**src/rtl/alu_arbiter.sv**
```systemverilog
// Two-requester front end for one shared combinational ALU, one operation in flight.
// Define ALU_ARB_RR_EN for round-robin; otherwise fixed priority to requester 0 with burst limit.
module alu_arbiter #(
    parameter int unsigned MAX_BURST = 4
) (
    input  logic        clk_i,
    input  logic        rst_i,
    input  logic [1:0]  req_valid_i,
    output logic [1:0]  req_ready_o,
    input  logic [63:0] req_a_i,
    input  logic [63:0] req_b_i,
    input  logic [9:0]  req_op_i,
    output logic [1:0]  rsp_valid_o,
    input  logic [1:0]  rsp_ready_i,
    output logic [31:0] rsp_result_o,
    output logic        rsp_flag_o,
    output logic [31:0] alu_a_o,
    output logic [31:0] alu_b_o,
    output logic [4:0]  alu_op_o,
    input  logic [31:0] alu_result_i,
    input  logic        alu_flag_i
);

    typedef enum logic [1:0] {StIdle, StExec, StResp} state_e;

    state_e      state_q;
    logic [31:0] a_q;
    logic [31:0] b_q;
    logic [4:0]  op_q;
    logic        owner_q;
    logic [31:0] result_q;
    logic        flag_q;
    logic [1:0]  rsp_valid_q;
    logic        grant_sel;
    logic        accept;

    assign accept = (state_q == StIdle) && (|req_valid_i);

`ifdef ALU_ARB_RR_EN
    // Last granted requester; resets to 1 so requester 0 wins the first contention.
    logic last_q;

    always_comb begin
        grant_sel = 1'b0;
        case (req_valid_i)
            2'b10:   grant_sel = 1'b1;
            2'b11:   grant_sel = ~last_q;
            default: grant_sel = 1'b0;
        endcase
    end

    always_ff @(posedge clk_i) begin
        if (rst_i) begin
            last_q <= 1'b1;
        end else if (accept) begin
            last_q <= grant_sel;
        end
    end
`else
    localparam int unsigned CntW = $clog2(MAX_BURST + 2);

    logic [CntW-1:0] burst_q;

    always_comb begin
        grant_sel = req_valid_i[1] & (~req_valid_i[0] | (burst_q == CntW'(MAX_BURST)));
    end

    // Counts back-to-back requester-0 wins taken while requester 1 was waiting.
    always_ff @(posedge clk_i) begin
        if (rst_i) begin
            burst_q <= '0;
        end else if (accept) begin
            if (grant_sel || !req_valid_i[1]) begin
                burst_q <= '0;
            end else begin
                burst_q <= burst_q + CntW'(1);
            end
        end
    end
`endif

    assign req_ready_o  = (accept && !rst_i) ? {grant_sel, ~grant_sel} : 2'b00;
    assign rsp_valid_o  = rsp_valid_q;
    assign rsp_result_o = result_q;
    assign rsp_flag_o   = flag_q;
    assign alu_a_o      = a_q;
    assign alu_b_o      = b_q;
    assign alu_op_o     = op_q;

    always_ff @(posedge clk_i) begin
        if (rst_i) begin
            state_q     <= StIdle;
            a_q         <= '0;
            b_q         <= '0;
            op_q        <= '0;
            owner_q     <= 1'b0;
            result_q    <= '0;
            flag_q      <= 1'b0;
            rsp_valid_q <= 2'b00;
        end else begin
            unique case (state_q)
                StIdle: begin
                    if (accept) begin
                        a_q     <= grant_sel ? req_a_i[63:32] : req_a_i[31:0];
                        b_q     <= grant_sel ? req_b_i[63:32] : req_b_i[31:0];
                        op_q    <= grant_sel ? req_op_i[9:5] : req_op_i[4:0];
                        owner_q <= grant_sel;
                        state_q <= StExec;
                    end
                end
                StExec: begin
                    result_q    <= alu_result_i;
                    flag_q      <= alu_flag_i;
                    rsp_valid_q <= owner_q ? 2'b10 : 2'b01;
                    state_q     <= StResp;
                end
                StResp: begin
                    if (rsp_ready_i[owner_q]) begin
                        rsp_valid_q <= 2'b00;
                        state_q     <= StIdle;
                    end
                end
                default: state_q <= StIdle;
            endcase
        end
    end

endmodule

```
**config.mk**
```make
export PLATFORM = sky130hd
export DESIGN_NAME = alu_arbiter
export DESIGN_NICKNAME = d
export VERILOG_FILES = /design/src/rtl/alu_arbiter.sv
export SDC_FILE = /design/constraint.sdc
export NUM_CORES = 1
export LEC_CHECK = 0
export CORE_MARGIN = 1
export CORE_UTILIZATION = 42
export CTS_BUF_LIST = sky130_fd_sc_hd__clkbuf_2
export DETAILED_ROUTE_END_ITERATION = 10
export PLACE_DENSITY = 0.95
export SETUP_SLACK_MARGIN = 0.1
export SLEW_MARGIN = 20
export SYNTH_ARGS = -nofsm -noshare
export SYNTH_HDL_FRONTEND = slang
export SYNTH_SLANG_ARGS = --single-unit
```
**constraint.sdc**
```tcl
create_clock -name clk_i -period 3.9 [get_ports clk_i]
set_input_delay 0.78 -clock clk_i [delete_from_list [all_inputs] [get_ports clk_i]]
set_output_delay 0.78 -clock clk_i [all_outputs]
set_load 0.005 [all_outputs]
```
== After elaboration in Yosys (flattened, before gate mapping) ==
Cells that the tools add are included.

* Register bits after elaboration: 110
* Output and inout bits: 106
* Logic and storage cells: 43

* Add/sub/neg operators: 1
* Order comparisons: 1
* Eq/ne operators: 5
* Multiplexer cells: 12
* Bitwise logic cells: 4
* Reductions and logical operators: 11

{| class="wikitable"
|+ Operators with widths
! kind !! number
|-
| $mux 32 || 2
|-
| $mux 2 || 4
|-
| $pmux 2 s3 || 1
|-
| $reduce_and 2->1 || 3
|-
| $mux 5 || 1
|-
| $ne 2x2->1 const B || 2
|-
| $pmux 2 s2 || 1
|-
| $add 3x1->3 const B || 1
|-
| $eq 3x3->1 const B || 1
|-
| $mux 3 || 1
|-
| $eq 2x1->1 const B || 1
|-
| $eq 2x2->1 const B || 1
|-
| $logic_and 1x1->1 || 2
|-
| $logic_not 1->1 || 2
|-
| $logic_not 2->1 || 1
|-
| $lt 1x2->1 const B || 1
|-
| $mux 1 || 2
|-
| $not 1->1 || 2
|-
| $reduce_bool 2->1 || 1
|-
| $reduce_or 2->1 || 1
|-
| $and 1x1->1 || 1
|-
| $logic_or 1x1->1 || 1
|-
| $or 1x1->1 || 1
|}

== Depth between registers and ports, before layout ==
Gate-level depths: netlist of run 1.

* Depth after elaboration: 5
* Gate-level depth with buffers: 7
* Mapped depth without buffers: 5

== Least setup slack after synthesis of run 1 ==
Ideal clock, no wire load.

* Path type: in2out
* From: input port req_valid_i[1]
* To: output port req_ready_o[0]
* Arrival: 1,634 ps
* Data required time: 3,120 ps
* Setup slack: 1,486 ps
* Stages on the path: 6
* Cell sequence: buf_2 > or2_1 > buf_2 > buf_2 > nand2_1 > a211oi_1

* Word-level cells in the longest chain between the ends: 4
* Elaborated cells between the ends (all ways): 6
* Those cells by class: mux (1); bitwise (2); reduce/logical (3)

{| class="wikitable"
|+ RTL lines
! item !! RTL line !! RTL
|-
| start: declaration || 8 || <nowiki>input logic [1:0] req_valid_i,</nowiki>
|-
| $reduce_or 2->1 || 37 || <nowiki>assign accept = (state_q == StIdle) && (|req_valid_i);</nowiki>
|-
| $logic_and 1x1->1 || 37 ||
|-
| $logic_and 1x1->1 || 82 || <nowiki>assign req_ready_o = (accept && !rst_i) ? {grant_sel, ~grant_sel} : 2'b00;</nowiki>
|-
| $mux 2 * || 82 ||
|-
| end: declaration || 9 || <nowiki>output logic [1:0] req_ready_o,</nowiki>
|}

Mark *: on every way between the ends. The rest lies on a longest branch, timed or not.

== Worst setup path after layout of run 1 ==
* From: input port req_valid_i[0]
* To: output port req_ready_o[0]

* Word-level cells in the longest chain between the ends: 5
* Elaborated cells between the ends (all ways): 8
* Those cells by class: mux (1); bitwise (4); reduce/logical (3)

{| class="wikitable"
|+ RTL lines
! item !! RTL line !! RTL
|-
| $not 1->1 || 65 || <nowiki>grant_sel = req_valid_i[1] & (~req_valid_i[0] | (burst_q == CntW'(MAX_BURST)));</nowiki>
|-
| $or 1x1->1 || 65 ||
|-
| $and 1x1->1 || 65 ||
|-
| $not 1->1 || 82 ||
|-
| $mux 2 * || 82 ||
|}

Marks and branches as above.

==> metrics, run 1 <==
Crit path buffers/inverters 2; Site Rows 38; final worst path period share 81.1%; worst-case clock buffer depth 2; max layer used met4; Area Growth Syn to Fin 60.2%; clock-pin slew on the worst setup and hold paths 340 ps; CP Capture Type output port; worst slack at placement 729 ps; VDD IR max 0.000218 V; Post-DRT Antenna Nets 0; max-slew violation count 0; setup TNS 0 ps; syn nets 780; Final Instance Count excl. Fillers 978; Tot Pwr 2.71 mW; Leakage Power about 2.7 nW; Sw Share 30.6%; worst hold path type flip-flop to flip-flop; Die Y 110 microns; Seq cells post-synth 110; Port Buf Inserts 282; final critical-path required period 3160 ps; Mapped Area between 0.004 and 0.005 sq mm; die footprint 0.0120 sq mm; Max-slew headroom between 20 and 30%; status completed; Synth top area share 45.3%; Synth area leader dfxtp_1; Critical Path Max Stage Delay between 500 and 600 ps; Worst Skew 42.4 ps; Placed Cells 962; Syn Area/Cell 8.08 sq um; number of global-route vias before repair 5163; ys async rst share 0%; final net count about 1000; final wirelength 16900 microns; # H-tree levels 3; DRT Pass-1 Iters 5; crit path cell chain clkdlybuf4s50_1 -> a21bo_2 -> a211oi_1 -> clkdlybuf4s50_1; layout cells sized above 1 about 4.7%; Top delay family on crit path buffers and inverters; # IOs 283; commonest cells in the netlist 110 x dfxtp_1, 106 x a21oi_1, 70 x nand3_1; average vias per placed instance 5.70; Power Density 348 mW/mm^2; Avg WL per Cell roughly 17 microns; register area share after synthesis roughly 45%; Die Wd 110 microns; DRC viols 0; CP max stage cell clkdlybuf4s50_1; effective utilization at floorplan 44.0%; Total GRT Usage 27.1%; Starting DRT DRC Count 473; placer congestion estimate 0.801; clock root buffer clkbuf_2; Mapped Cells 601; Yosys cell types 30; most common cell in the synthesized netlist dfxtp_1; NetSw 0.830 mW; CP max FO 4; Seq pwr share 48.3%; Floorplan Core Area around 0.011 sq mm; crit path DAT 2380 ps; most frequent CP cell clkdlybuf4s50_1; met3 WL 1750 microns; CP Launch Type input pin; Req. time, crit path 3120 ps; hpwl dp 11500 microns; Post-synth EDFFs 0; Metal-1 WL 6220 microns; ant diodes 0; combinational share of power 30.4%; antenna violations before repair 0; largest net degree at the start of global routing 71; RSZ-0062 raised after global routing false; Final setup viols 0; worst-margin pin slew 1070 ps; top_reg_cell synth dfxtp_1; GR Overflow Total 0; internal power ~1.9 mW; Area contributors post-synth dfxtp_1 45%, a311oi_1 12%, a21oi_1 11%; critical path class input pin to output port; MaxCap Viol Count 0; global-route wire length before repair between 20000 and 30000 microns; clock share of power 21.3%; CTS buffer count 9; final hold viol count 0; Post-CTS Hold Buffers 0; clock latency on the worst-skew pair 570 ps; Fin Hold WS about 470 ps; post-CTS sizing 0; Max Clock Freq roughly 320 MHz; vias post-DR between 5000 and 6000; met2 WL post-DR 8500 microns; Synth warnings 0; Post-CTS Setup Bufs 0; setup ws final about 740 ps; CTS sink cnt 110; CTS tree built
[cell usage in the layout, fill, tap and decap left out, drive strengths merged, types with 2 or more instances in the layout]
master and count:
ha 2, nor2b 2, nand3 70, a21oi 106, inv 5, or2 2, a311oi 69, buf 15
clkdlybuf4s50 280, nand4 3, clkinv 3, dfxtp 110, o21ai 74, nor2 7, clkbuf 9, nand2 67
[final timing paths]
path,from,slack [ps],to,cells past startpoint
max,req_valid_i[0],740,req_ready_o[0],4
min,rsp_result_o[23],470,rsp_result_o[23],2
max reg2reg,burst_q[0],1810,alu_a_o[15],6
min reg2reg,rsp_result_o[23],470,rsp_result_o[23],2
[layout make-up]
| type | count | area, sq um |
|---|---|---|
| fill | 855 | 3250 |
| timing repair buffer | 295 | 2930 |
| multi-input combinational | 414 | 2330 |
| sequential | 110 | 2200 |
| tap | 140 | 175 |
| clock inverter | 7 | 93.8 |
| clock buffer | 9 | 45.0 |
| inverter | 3 | 11.3 |
[power groups by stage]
stage               clock (mW)  sequential [mW]  combinational, mW
floorplan                    0             1.33              0.329
global placement             0             1.32              0.812
detailed placement           0             1.33              0.825
CTS                      0.597             1.31              0.827
global route             0.642             1.33              0.892
finish                   0.577             1.31              0.823
[state kept, by name (all words and copies together) (netlist names), 2 cells and up]
signal,count
alu_a_o,32
alu_b_o,32
alu_op_o,5
burst_q,3
rsp_result_o,32
rsp_valid_o,2
state_q,2
[per-stage QoR]
step	area [sq um]	utilization, %
detailed placement	7640	69.3
floorplan	4860	-
global placement	7640	69.3
CTS	7780	70.5
finish	7780	70.5
global route	7780	70.5
[per-layer routing]
layer	vias up	global-route usage, %
met5	-	0
met3	38	8.65
met2	271	48.0
li1	2684	-
met1	2580	30.0
met4	0	10.5
[kinds of logic (layout without fill, tap and decap cells)]
family	after synthesis	after routing	synth area share [%]
fa+ha+maj	2	2	0.515
simple gates	156	156	14.7
buf+inv	77	314	7.06
compound gates	255	255	32.2
flops	110	110	45.3
mux	1	1	0.206
[worst reg2reg max path, cell delays in order, from the launching register on]
cell      delay (ps)
dfxtp_1          390
inv_1             70
ha_1             220
a21bo_2          200
buf_4            580
nand3_1          240
a311oi_1         350
(Power assumes the default switching activity.)
==> inputs of run 2 (changes only) <==
--- a/config.mk
+++ b/config.mk
@@ -6,10 +6,10 @@
 export NUM_CORES = 1
 export LEC_CHECK = 0
 export CORE_MARGIN = 1
-export CORE_UTILIZATION = 42
+export CORE_UTILIZATION = 35
 export CTS_BUF_LIST = sky130_fd_sc_hd__clkbuf_2
 export DETAILED_ROUTE_END_ITERATION = 10
-export PLACE_DENSITY = 0.95
+export PLACE_DENSITY = 0.9
 export SETUP_SLACK_MARGIN = 0.1
 export SLEW_MARGIN = 20
 export SYNTH_ARGS = -nofsm -noshare
==> constraint.sdc (replaced) <==
create_clock -name clk_i -period 2.6 [get_ports clk_i]
set_input_delay 0.52 -clock clk_i [delete_from_list [all_inputs] [get_ports clk_i]]
set_output_delay 0.52 -clock clk_i [all_outputs]
set_load 0.005 [all_outputs]
==> run 2 against run 1 <==
Against the previous run:
- final cell count increased by 3.9%
- combinational power increased by 51%
- sequential share of layout area decreased by 0.18 points
- sequential cell count unchanged
- critical endpoint unchanged
- largest power group unchanged
==> metrics, run 2 (same netlist as run 1, synthesis figures left out) <==
status completed; final worst path period share 89.5%; VDD IR max 0.000275 V (+26%); effective utilization at floorplan 36.2% (-7.8 points); R2R cell count 4 (-2); Reg-to-Reg Start state_q[1]; final wirelength 17000 microns (+0.31%); # IOs 283 (unchanged); Non-Filler Cell Area, Final 0.00784 sq mm (+0.77%); Max-slew headroom 43.4% (+15 points); ant diodes 0 (unchanged); max-slew violation count 0 (unchanged); final net count 1017 (+0.49%); RSZ-0062 raised after global routing false; CP Capture Type output port; Starting DRT DRC Count 319 (-33%); crit path cell chain inv_1 -> ha_2 -> a21bo_2 -> a211oi_2 -> buf_2; clock latency on the worst-skew pair 560 ps (about the same); Site Rows 42 (+11%); Die Y 120 microns (+9.4%); CP startpoint burst_q[0]; clock root buffer clkbuf_2; Fin Hold WS 166 ps (-304 ps); layout cells sized above 1 5.36% (+0.70 points); commonest non-fill, non-tap cell in the layout clkdlybuf4s50_1; CP max stage cell dfxtp_2; CP Launch Type flip-flop; worst-margin pin slew 848 ps (-220 ps); worst-case clock buffer depth 2 (unchanged); Power Density 499 mW/mm^2 (+43%); Area Growth Syn to Fin 61.4%; Avg WL per Cell 16.7 microns (-3.4%); Area after DPL 0.00774 sq mm (+1.3%); hpwl dp 11700 microns (+2.5%); final hold viol count 0 (unchanged); CTS sink cnt 110 (unchanged); vias post-DR 5630 (+1.0%); average vias per placed instance 5.54 (-2.8%); Final setup viols 0 (unchanged); Worst Hold Depth 2 (unchanged); GR Overflow Total 0 (unchanged); Floorplan Core Area 0.0134 sq mm (+21%); Die Wd 120 microns (+9.4%); Tot Pwr 3.91 mW (+44%); Req. time, crit path 2080 ps (-1040 ps); Top delay family on crit path compound AO/OA/AOI/OAI gates; Worst Skew 27.3 ps (-15.1 ps); final critical-path required period 2330 ps; Leakage Power 2.68 nW (+0.59%); worst hold path type input pin to flip-flop; MaxCap Viol Count 0 (unchanged); DRT Pass-1 Iters 4 (-1); Total GRT Usage 23.4% (-3.6 points); Crit path buffers/inverters 2 (unchanged); CTS tree built; placer congestion estimate 0.767 (-4.3%); antenna violations before repair 0 (unchanged); # H-tree levels 3 (unchanged); crit path DAT 1810 ps (-570 ps); Port Buf Inserts 282 (unchanged); global-route wire length before repair 26800 microns (+5.0%); FILL cells 1186 (+39%); Critical Path Max Stage Delay 390 ps (-170 ps); Hold Path Origin rst_i; most frequent cells in the layout 278 x clkdlybuf4s50_1, 108 x dfxtp_1, 106 x a21oi_1; Storage cell area 0.00220 sq mm (+0.11%); number of global-route vias before repair 5404 (+4.7%); clock-pin slew on the worst setup and hold paths 260 ps (-80 ps); CTS buffer count 9 (unchanged); largest net degree at the start of global routing 80 (+13%); Max Clock Freq 430 MHz; Post-DRT Antenna Nets 0 (unchanged); DRC viols 0 (unchanged); CP max FO 4 (unchanged); die footprint 0.0144 sq mm (+20%); Worst path depth 5 (+1); setup TNS 0 ps (unchanged); critical path class flip-flop to output port; area of the multi-input gates 0.00234 sq mm (+0.54%)
[run 2: changes by cell type in the layout (fill, tap and decap cells not counted), moves of 2 or more]
cell / delta
clkinv_4: -2
clkinv_1: +3
dfxtp_1: -2
inv_8: -2
buf_12: +2
buf_4: +3
clkdlybuf4s50_1: -2
dfxtp_2: +2
[run 2: per-stage QoR]
stage	cells	util, %	worst slack [ps]
global placement	1002	57.8	15.6
global route	1016	58.5	134
finish	1016	58.5	274
floorplan	601	-	706
CTS	1016	58.5	114
detailed placement	1002	57.8	26.7
[run 2: timing repair]
item | in CTS | in global routing
cloned | 0 | 0
hold buffers | 0 | 0
endpoints found under the setup margin | 2 | 2
buffers inserted | 1 | 0
gates resized for setup | 9 | 3
[run 2: worst paths after layout]
| kind | to | slack [ps] |
|---|---|---|
| worst max-delay path | req_ready_o[0] | 270 |
| worst max register to register | alu_op_o[2] | 570 |
| worst min register to register | rsp_result_o[29] | 470 |
| worst min-delay path | burst_q[1] | 170 |
[run 2: cell type report]
type / count / area share, %
well taps: 176 / 2.81
clock buffers: 9 / 0.575
flip-flops and latches: 110 / 28.1
clock inverters: 4 / 0.527
repair buffers: 300 / 38.0
multi-input cells: 414 / 29.8
inverters: 3 / 0.144
[run 2: layer usage]
metal	wire length [microns]	global-route usage, %
met5	0	0
met4	685	12.0
met3	1500	6.84
met2	8390	39.7
met1	6410	26.6
[run 2: power breakdown]
group          internal [mW]  switching [mW]  leakage [nW]
registers               1.86          0.0923         0.909
clock network          0.198           0.515        0.0562
logic                  0.713           0.531          1.71
total                   2.77            1.14          2.68
==> inputs of run 3 (changes only) <==
--- a/config.mk
+++ b/config.mk
@@ -5,6 +5,7 @@
 export SDC_FILE = /design/constraint.sdc
 export NUM_CORES = 1
 export LEC_CHECK = 0
+export CAP_MARGIN = 0
 export CORE_MARGIN = 1
 export CORE_UTILIZATION = 35
 export CTS_BUF_LIST = sky130_fd_sc_hd__clkbuf_2
==> results of run 3 <==
Same layout as run 2: the final DEF is identical, and so are final timing and power.
